==> config.mk <==
export PLATFORM = sky130hd
export DESIGN_NAME = radix_smcu_pipe
export DESIGN_NICKNAME = d
export VERILOG_FILES = /design/src/rtl/radix_smcu_pipe.sv
export SDC_FILE = /design/constraint.sdc
export NUM_CORES = 1
export LEC_CHECK = 0
export CAP_MARGIN = 5
export CORE_AREA = 3 3 161 163
export CTS_CLUSTER_SIZE = 28
export DETAILED_ROUTE_END_ITERATION = 16
export DIE_AREA = 0 0 164 166
export GPL_ROUTABILITY_DRIVEN = 0
export PLACE_DENSITY = 0.6
export REMOVE_ABC_BUFFERS = 1
export SETUP_SLACK_MARGIN = 0.4
export SKIP_CTS_REPAIR_TIMING = 1
export SYNTH_ARGS = -nofsm -noshare
export SYNTH_HDL_FRONTEND = slang
export SYNTH_SLANG_ARGS = --single-unit
==> constraint.sdc <==
create_clock -name clk -period 3.34 [get_ports clk]
set_input_delay 0.668 -clock clk [delete_from_list [all_inputs] [get_ports clk]]
set_output_delay 0.668 -clock clk [all_outputs]
set_load 0.005 [all_outputs]
==> src/rtl/radix_smcu_pipe.sv <==
`default_nettype none
// ----------------------------------------------------------------------------
// radix_smcu_pipe : 4-stage add/saturate/min-tree state-metric compare unit
//                   for the radix 2/4/8 SISO decoder, with optional normalisation.
// Revision 1.0
// ----------------------------------------------------------------------------
module radix_smcu_pipe #(
  parameter int W        = 8,
  parameter bit NORM_EN  = 1'b1,
  parameter int NORM_THR = 64
) (
  input  logic           clk,
  input  logic           rst,
  input  logic           in_valid,
  output logic           in_ready,
  input  logic [1:0]     sel,
  input  logic [W-1:0]   alpha_in,
  input  logic [8*W-1:0] gamma_in,
  output logic           out_valid,
  input  logic           out_ready,
  output logic [W-1:0]   alpha_out,
  output logic [2:0]     out_idx,
  output logic           out_norm
);

  localparam logic signed [W-1:0] c_MAX = {1'b0, {(W-1){1'b1}}};
  localparam logic signed [W-1:0] c_MIN = {1'b1, {(W-1){1'b0}}};
  localparam logic signed [W-1:0] c_THR = NORM_THR[W-1:0];

  // True when candidate a (lower index) beats b; masked entries only win
  // against other masked entries, and ties go to the lower index.
  function automatic logic pick_a(input logic signed [W-1:0] a, input logic am,
                                  input logic signed [W-1:0] b, input logic bm);
    return bm ? 1'b1 : (!am && (a <= b));
  endfunction

  logic w_stall;
  logic [7:0] w_msk;
  logic signed [W-1:0] w_s1_val [8];

  logic                r_v1, r_v2, r_v3, r_v4;
  logic signed [W-1:0] r_s1_val [8];
  logic [7:0]          r_s1_msk;
  logic signed [W-1:0] r_s2_val [4];
  logic [2:0]          r_s2_idx [4];
  logic [3:0]          r_s2_msk;
  logic signed [W-1:0] r_s3_val [2];
  logic [2:0]          r_s3_idx [2];
  logic [1:0]          r_s3_msk;
  logic [W-1:0]        r_alpha_out;
  logic [2:0]          r_out_idx;
  logic                r_out_norm;

  assign w_stall   = r_v4 && !out_ready;
  assign in_ready  = !w_stall;
  assign out_valid = r_v4;
  assign alpha_out = r_alpha_out;
  assign out_idx   = r_out_idx;
  assign out_norm  = r_out_norm;

  assign w_msk = (sel == 2'b10) ? 8'h00 : (sel == 2'b00) ? 8'hF0 : 8'hFC;

  for (genvar k = 0; k < 8; k++) begin : g_s1
    logic signed [W:0] w_sum;
    assign w_sum = {alpha_in[W-1], alpha_in} + {gamma_in[k*W+W-1], gamma_in[k*W +: W]};
    assign w_s1_val[k] = w_msk[k] ? c_MAX :
                         (w_sum[W] != w_sum[W-1]) ? (w_sum[W] ? c_MIN : c_MAX) :
                         w_sum[W-1:0];
  end

  logic signed [W-1:0] w_s2_val [4];
  logic [2:0]          w_s2_idx [4];
  logic [3:0]          w_s2_msk;

  for (genvar j = 0; j < 4; j++) begin : g_s2
    logic w_p;
    assign w_p = pick_a(r_s1_val[2*j], r_s1_msk[2*j], r_s1_val[2*j+1], r_s1_msk[2*j+1]);
    assign w_s2_val[j] = w_p ? r_s1_val[2*j] : r_s1_val[2*j+1];
    assign w_s2_msk[j] = w_p ? r_s1_msk[2*j] : r_s1_msk[2*j+1];
    assign w_s2_idx[j] = w_p ? 3'(2*j) : 3'(2*j+1);
  end

  logic signed [W-1:0] w_s3_val [2];
  logic [2:0]          w_s3_idx [2];
  logic [1:0]          w_s3_msk;

  for (genvar j = 0; j < 2; j++) begin : g_s3
    logic w_p;
    assign w_p = pick_a(r_s2_val[2*j], r_s2_msk[2*j], r_s2_val[2*j+1], r_s2_msk[2*j+1]);
    assign w_s3_val[j] = w_p ? r_s2_val[2*j] : r_s2_val[2*j+1];
    assign w_s3_msk[j] = w_p ? r_s2_msk[2*j] : r_s2_msk[2*j+1];
    assign w_s3_idx[j] = w_p ? r_s2_idx[2*j] : r_s2_idx[2*j+1];
  end

  logic                w_p4;
  logic signed [W-1:0] w_min;
  logic [2:0]          w_min_idx;
  logic signed [W-1:0] w_fin;
  logic                w_norm;

  assign w_p4      = pick_a(r_s3_val[0], r_s3_msk[0], r_s3_val[1], r_s3_msk[1]);
  assign w_min     = w_p4 ? r_s3_val[0] : r_s3_val[1];
  assign w_min_idx = w_p4 ? r_s3_idx[0] : r_s3_idx[1];

  if (NORM_EN) begin : g_norm
    assign w_norm = (w_min >= c_THR);
    assign w_fin  = w_norm ? (w_min - c_THR) : w_min;
  end else begin : g_no_norm
    assign w_norm = 1'b0;
    assign w_fin  = w_min;
  end

  always_ff @(posedge clk) begin
    if (rst) begin
      r_v1        <= 1'b0;
      r_v2        <= 1'b0;
      r_v3        <= 1'b0;
      r_v4        <= 1'b0;
      r_s1_msk    <= '0;
      r_s2_msk    <= '0;
      r_s3_msk    <= '0;
      r_alpha_out <= '0;
      r_out_idx   <= '0;
      r_out_norm  <= 1'b0;
      for (int i = 0; i < 8; i++) r_s1_val[i] <= '0;
      for (int i = 0; i < 4; i++) begin
        r_s2_val[i] <= '0;
        r_s2_idx[i] <= '0;
      end
      for (int i = 0; i < 2; i++) begin
        r_s3_val[i] <= '0;
        r_s3_idx[i] <= '0;
      end
    end else if (!w_stall) begin
      r_v1        <= in_valid;
      r_v2        <= r_v1;
      r_v3        <= r_v2;
      r_v4        <= r_v3;
      r_s1_val    <= w_s1_val;
      r_s1_msk    <= w_msk;
      r_s2_val    <= w_s2_val;
      r_s2_idx    <= w_s2_idx;
      r_s2_msk    <= w_s2_msk;
      r_s3_val    <= w_s3_val;
      r_s3_idx    <= w_s3_idx;
      r_s3_msk    <= w_s3_msk;
      r_alpha_out <= w_fin;
      r_out_idx   <= w_min_idx;
      r_out_norm  <= w_norm;
    end
  end

endmodule
`default_nettype wire
* Yosys cells after proc, flatten, opt, wreduce, memory -nomap -nowiden
Index checks and enable logic that the tools add are counted.
Storage, ports and cells: flip-flop bits (word level) 160, output and inout bits 14
Cells by class: $add $sub $neg 9, magnitude comparators 8, equality and inequality tests 9, multiplexer cells 54, reductions and logical operators 18
Operator list (count):
- 2-to-1 mux 8 bit | 33
- adder 8 x 8 -> 9 bit | 8
- <= comparator 8 bit | 7
- 2-to-1 mux 1 bit | 17
- zero test 1 bit | 9
- 2-to-1 mux 3 bit | 3
- greater-or-equal comparator 8 bit (second input constant) | 1
- logical AND 1 bit | 8
- inequality test 1 bit | 8
- subtractor 8 bit (second input constant) | 1
- 2-to-1 mux 4 bit | 1
- equality test 2 bit (second input constant) | 1
- zero test 2 bit | 1

* Logic depth before layout (Yosys ltp)
Gate-level depths: netlist of run 1.
depth after elaboration 6, depth in mapped cells 14

* Least setup slack after synthesis of run 1
OpenSTA, ideal clock, no wires.
path kind reg-to-reg, from reg r_s3_val[6] in the netlist's numbering, to reg r_alpha_out[7] (netlist: alpha_out[7]), library setup time 134 ps, arrival 2899 ps, required time 3206 ps, setup slack 307 ps, cell stages (with the launch flop) 15, path buffers 1, clock period less this slack 3033 ps, path through dfxtp_1 > inv_1 > ha_1 > nand3_1 > nor4_1 > nor3_1 > and2_1 > buf_6 > mux2_1 > ha_1 > nor4b_1 > a21oi_1 > a21boi_0 > or2_2 > o221ai_1
On the way: cells in the longest elaborated chain, start to end 6
Ends and longest elaborated chain:
- start: declaration | RTL line 47 | logic signed [W-1:0] r_s3_val [2];
- start signal: assignment | RTL line 144 | r_s3_val <= w_s3_val;
- <= comparator 8 bit | RTL line 34 | return bm ? 1'b1 : (!am && (a <= b));
- logical AND 1 bit | RTL line 34
- 2-to-1 mux 1 bit | RTL line 34
- 2-to-1 mux 8 bit * | RTL line 102 | assign w_min = w_p4 ? r_s3_val[0] : r_s3_val[1];
- subtractor 8 bit / greater-or-equal comparator 8 bit (equally long branches) | RTL line 107, 106
- 2-to-1 mux 8 bit * | RTL line 107 | assign w_fin = w_norm ? (w_min - c_THR) : w_min;
- end signal: assignment | RTL line 147 | r_alpha_out <= w_fin;
- end: declaration | RTL line 50 | logic [W-1:0] r_alpha_out;
Mark *: on every way between the ends. The rest lies on a longest branch, timed or not. A chain may end at the register's enable or synchronous reset.

* Worst setup path in the final report of run 1
from reg r_s3_val[13] in the netlist's numbering, to reg r_alpha_out[7] (netlist: alpha_out[7])
The elaborated chain is that of the path after synthesis.

==> results of run 1 <==
## critical path: stages (launching register included)
cell and delay, ps:
dfxtp_1 420, ha_4 240, nand3_2 100, nor4_2 70, nor3_2 400, and2_4 240
mux2_4 310, ha_2 180, nor4b_2 150, a21oi_1 200, a21boi_2 230, o22ai_2 100
o221ai_2 170
## cells by family after synthesis
| group | count (synthesis) | synth area share, % |
|---|---|---|
| buffers and inverters | 133 | 4.90 |
| flip-flops | 145 | 27.7 |
| XOR/XNOR | 22 | 2.19 |
| multiplexers | 55 | 5.27 |
| AO/OA/AOI/OAI | 351 | 25.6 |
| adder cells (fa/ha/maj) | 130 | 16.1 |
| AND/OR/NAND/NOR | 384 | 18.3 |
## layout make-up
cell class                      count  area (sq um)  share of cell area [%]
Timing Repair Buffer              175          1580                    11.9
Clock buffer                       17           425                    3.20
Multi-Input combinational cell    942          7460                    56.2
Inverter                           85           322                    2.42
Tap cell                          324           405                    3.05
Clock inverter                     15           171                    1.29
Sequential cell                   145          2920                    21.9
## worst paths after layout
check	start	endpoint	cells after the start	slack, ps
worst max-delay path	r_s3_val[13]	alpha_out[7]	12	450
worst min register to register	out_norm	out_norm	2	450
worst max register to register	r_s3_val[13]	alpha_out[7]	12	450
worst min-delay path	out_norm	out_norm	2	450
## synthesized netlist by cell type, types with 10 or more instances
cell type and number:
nand3b_1 14, a221oi_1 25, dfxtp_1 145, or3_1 15, nor4_1 10, nand2_1 65, xnor2_1 11, a21oi_1 57
clkbuf_1 34, inv_1 85, nand2b_1 23, a211oi_1 83, o21ai_0 38, nor2_1 140, a21o_1 13, ha_1 122
nor2b_1 20, mux2i_1 53, o21a_1 26, nand3_1 30, nor3_1 23
## sequential cells by signal, indices dropped and copies added, names as in the netlist
register   cells
out_valid      1
r_s1_val      64
r_v2           1
out_norm       1
r_s2_val      32
r_s1_msk       2
r_s3_msk       2
r_v3           1
r_s2_msk       3
r_s3_idx       5
out_idx        3
r_s3_val      16
r_v1           1
r_s2_idx       5
alpha_out      8
## metal layers
metal | vias to the layer above | track usage [%] | part of all wire (%)
met3 | 30 | 3.29 | 3.0
met2 | 178 | 31.0 | 44
met5 | - | 0 | 0
li1 | 4838 | - | -
met1 | 4399 | 30.0 | 51
met4 | 0 | 5.04 | 1.6
## report_power, final
| part | internal, mW | leakage (nW) | switching (mW) |
|---|---|---|---|
| Sequential | 1.98 | 1.21 | 0.196 |
| Clock | 1.12 | 0.287 | 0.825 |
| Combinational | 1.44 | 4.21 | 1.41 |
## through the flow
step	worst slack, ps	setup TNS, ps	hold slack, ps	power [mW]
2_1_floorplan	-3840	-404180	426	3.88
3_3_place_gp	43.0	0	439	4.69
3_5_place_dp	-7.87	-7.87	446	4.71
4_1_cts	71.8	0	456	6.68
5_1_grt	294	0	477	7.43
6_report	451	0	453	6.97
## layout by cell type, fill, tap and decap left out, drive strengths merged, types with 9 or more instances in the layout
cell type | netlist | final
a211o | 9 | 9
a211oi | 87 | 87
a21o | 13 | 13
a21oi | 57 | 57
a221oi | 34 | 34
buf | 14 | 85
clkbuf | 34 | 17
clkdlybuf4s50 | 0 | 89
dfxtp | 145 | 145
ha | 122 | 122
inv | 85 | 93
mux2i | 53 | 53
nand2 | 65 | 65
nand2b | 23 | 23
nand3 | 30 | 30
nand3b | 14 | 14
nand4 | 9 | 9
nor2 | 140 | 140
nor2b | 20 | 20
nor3 | 23 | 23
nor4 | 11 | 11
o21a | 26 | 26
o21ai | 45 | 45
o22ai | 10 | 10
o31ai | 9 | 9
or3 | 15 | 15
xnor2 | 11 | 11
xor2 | 11 | 11
==> run_results.csv, run 1 <==
group,metric,value,unit
timing,rsz0062_at_grt,"true",
detailed_routing,final_antenna_net_count,0,
die,rows,57,
power_and_ir_drop,peakVddDrop,0.000428,V
final_layout,fin_cells,1703,
status,outcome,"completed",
place,dpl_cell_area,12200,sq um
worst_setup_path,cp-end-kind,"flop",
timing,clock_skew,6.81,ps
place,dp.cells,1656,
logic_synthesis,yosysTopAreaCell,"dfxtp_1",
logic_synthesis,synth_top_area_share,27.7,%
final_layout,stdcell_area,13300,sq um
worst_setup_path,crit_fanout,7,
final_layout,antenna_cells,0,
timing,period_share,86.5,%
final_layout,fin_nets,1574,
clock_tree,h-tree-depth,4,
clock_tree,clk_latency,430,ps
clock_tree,cts-root-buf,"clkbuf_16",
logic_synthesis,synthTopCellsByArea,"dfxtp_1, ha_1, a211oi_1",
die,initial_core_util,42.9,%
die,die_x,164,um
worst_setup_path,worst_setup_path_start_kind,"flop",
timing,hold_violations,0,
clock_tree,cts_tree,"done",
logic_synthesis,synth_cell_type_count,76,
logic_synthesis,synth_ff_type,"dfxtp_1",
global_route,grt_overflow,0,
die,coreArea,24500,sq um
logic_synthesis,async_flop_share,0,%
place,dp_hpwl,21200,um
die,ioPinCount,92,
global_route,grt_pass1_vias,8725,
clock_tree,cts_inserted_buffers,17,
worst_hold_path,worstHoldPathType,"reg -> reg",
timing,period_needed,2890,ps
place,numPortBuffers,91,
detailed_routing,drt_iter0_markers,501,
detailed_routing,wl_per_cell,16.5,um
global_route,antenna_found_initial,0,
global_route,grt_use_total,20.4,%
worst_setup_path,worstSetupPathType,"reg -> reg",
clock_tree,clk_pin_slew,60,ps
timing,setup_viol,0,
power_and_ir_drop,power_density,524,nW/um^2
final_layout,final_util,54.3,%
detailed_routing,drt_wl_total,28200,um
detailed_routing,drt_first_pass_iters,5,
die,die-area,27200,sq um
logic_synthesis,synth-seq-cells,145,
timing,max-slew-margin-rel,54.0,%
final_layout,drive_gt1_share,17.3,%
detailed_routing,drc,0,
timing,fmax,346,MHz
die,fp.dieH,166,um
worst_setup_path,cp.arrival,3240,ps
final_layout,n_fill_cell,2259,
detailed_routing,viasPerCell,5.55,
logic_synthesis,synth_area,10500,sq um
global_route,grt_max_degree,66,
global_route,grt_pass1_wl,45000,um
clock_tree,cts.sinks,145,
timing,worstMarginPinSlew,691,ps
logic_synthesis,synth-edff-count,0,
logic_synthesis,synthCells,1220,
detailed_routing,dr_total_vias,9445,
logic_synthesis,ys_warn_count,0,
logic_synthesis,avgSynthCellArea,8.60,sq um
job,max-cap-violations,0,
power_and_ir_drop,leakagePower,5.70,nW
worst_setup_path,worstPathRequired,3690,ps
clock_tree,cts_max_path_buffers,2,
timing,slew_viol_final,0,
final_layout,syn_to_final_growth,26.6,%
logic_synthesis,synth.yosys.seq_area_share,27.7,%
(Power assumes the default switching activity.)
==> run 2: changes to the inputs <==
SLEW_MARGIN = 30   (was default)
==> results of run 2 <==
Same layout as run 1: the final DEF is identical, and so are final timing and power.
==> patch (flow settings as in run 2) <==
The parameter `W` goes from 8 to 9.
--- a/src/rtl/radix_smcu_pipe.sv
+++ b/src/rtl/radix_smcu_pipe.sv
@@ -5,7 +5,7 @@
 // Revision 1.0
 // ----------------------------------------------------------------------------
 module radix_smcu_pipe #(
-  parameter int W        = 8,
+  parameter int W        = 9,
   parameter bit NORM_EN  = 1'b1,
   parameter int NORM_THR = 64
 ) (
Interface: changed (resized alpha_in, alpha_out and gamma_in); port bits go from 92 to 102. No check against the original RTL was run, so the function may have changed too.
==> patch against run 2 <==
Worst setup slack got worse by 0.083 ns; power up 4.9%; clock skew is 0.0042 ns higher; combinational power about the same; routed wire length grew 3.0%; sequential cell count up 15; sequential power increased by 12%; cell count is 4.7% higher; final area up 2.6%; area after synthesis rose by 5.9%; largest power group unchanged; highest routed layer unchanged.
==> patch: results <==
metrics = {
    "worst_setup_path": {
        "crit_arrival_ns": 3.26,
        "slowest_stage": "or3_4",
        "slowest_delay_ns": 0.38,
        "crit_fanout": 4,
    },
    "power": {
        "p_int_w": 0.00484,
        "p_switching_w": 0.00246,
        "p_leak_nw": 5.94,
        "p_seq_frac": 0.334,
        "comb_power_share": 0.391,
        "max-vdd-ir-drop_mv": 0.424,
    },
    "routing": {
        "drt_iter0_drc": 576,
        "wl_per_cell_um": 16.3,
        "viasPerCell": 5.46,
    },
    "synth": {
        "ys_top_cells_by_count": "dfxtp_1 (160), ha_1 (137), inv_1 (123)",
        "synth.distinct_cells": 72,
    },
    "placement": {
        "dp.cells": 1743,
        "dp_hpwl_mm": 21.9,
        "pre_cts_ws_ns": -0.192,
    },
    "global_route": {
        "grt_max_degree": 187,
        "grt_pass1_vias": 9113,
        "gr-usage-all-layers": 0.213,
    },
    "status": {
        "status": "finished, final reports clean",
    },
    "timing": {
        "max_slew_margin": 0.481,
        "finClkSkew_ns": 0.0110,
    },
    "finish": {
        "seq_cells": 160,
        "sh_seq_area": 0.236,
        "n_all_buffers": 163,
        "drive_gt1_frac": 0.114,
        "biggestRegsByFlops": "r_s1_val: 72 flops, r_s2_val: 36 flops, r_s3_val: 18 flops",
    },
}
## patch: cell count changes in the layout (fill, tap and decap cells not counted), sizes merged, moves of 14 or more
cell    before  now
o21ai       45  123
a21oi       57  115
a211oi      87   47
inv         93  125
nor2       140  114
buf         85   63
xnor2       11   29
a221oi      34   18
maj3         0   16
dfxtp      145  160
ha         122  137
mux2i       53   67
## patch: kinds of logic after synthesis
logic type      Yosys count  synth area share
flops                   160             0.288
fa+ha+maj               161             0.183
xor+xnor                 52            0.0424
compound gates          419             0.248
simple gates            279             0.115
buf+inv                 173            0.0604
mux                      69            0.0628
## patch: stage by stage
step | setup TNS [ns] | util | cell area, um^2 | hold slack [ns]
after detailed placement | -3.09 | 0.523 | 12800 | 0.445
after global placement | -1.17 | 0.523 | 12800 | 0.439
final | 0 | 0.557 | 13600 | 0.452
after floorplan | -152.31 | - | 10900 | 0.420
after global routing | 0 | 0.557 | 13600 | 0.475
after CTS | 0 | 0.547 | 13400 | 0.452
## patch: final timing paths
kind | slack, ns | start | end | depth (start not counted)
worst max-delay path | 0.37 | r_s3_val[6] | alpha_out[7] | 15
worst max register to register | 0.37 | r_s3_val[6] | alpha_out[7] | 15
worst min-delay path | 0.45 | r_s3_idx[1] | r_s3_idx[1] | 2
worst min register to register | 0.45 | r_s3_idx[1] | r_s3_idx[1] | 2
## patch: layer usage
| layer | vias to the layer above | part of all wire | track usage |
|---|---|---|---|
| met5 | - | 0 | 0 |
| met4 | 0 | 0.015 | 0.0544 |
| met3 | 26 | 0.032 | 0.0252 |
| met2 | 157 | 0.44 | 0.322 |
| met1 | 4519 | 0.51 | 0.319 |
| li1 | 5027 | - | - |
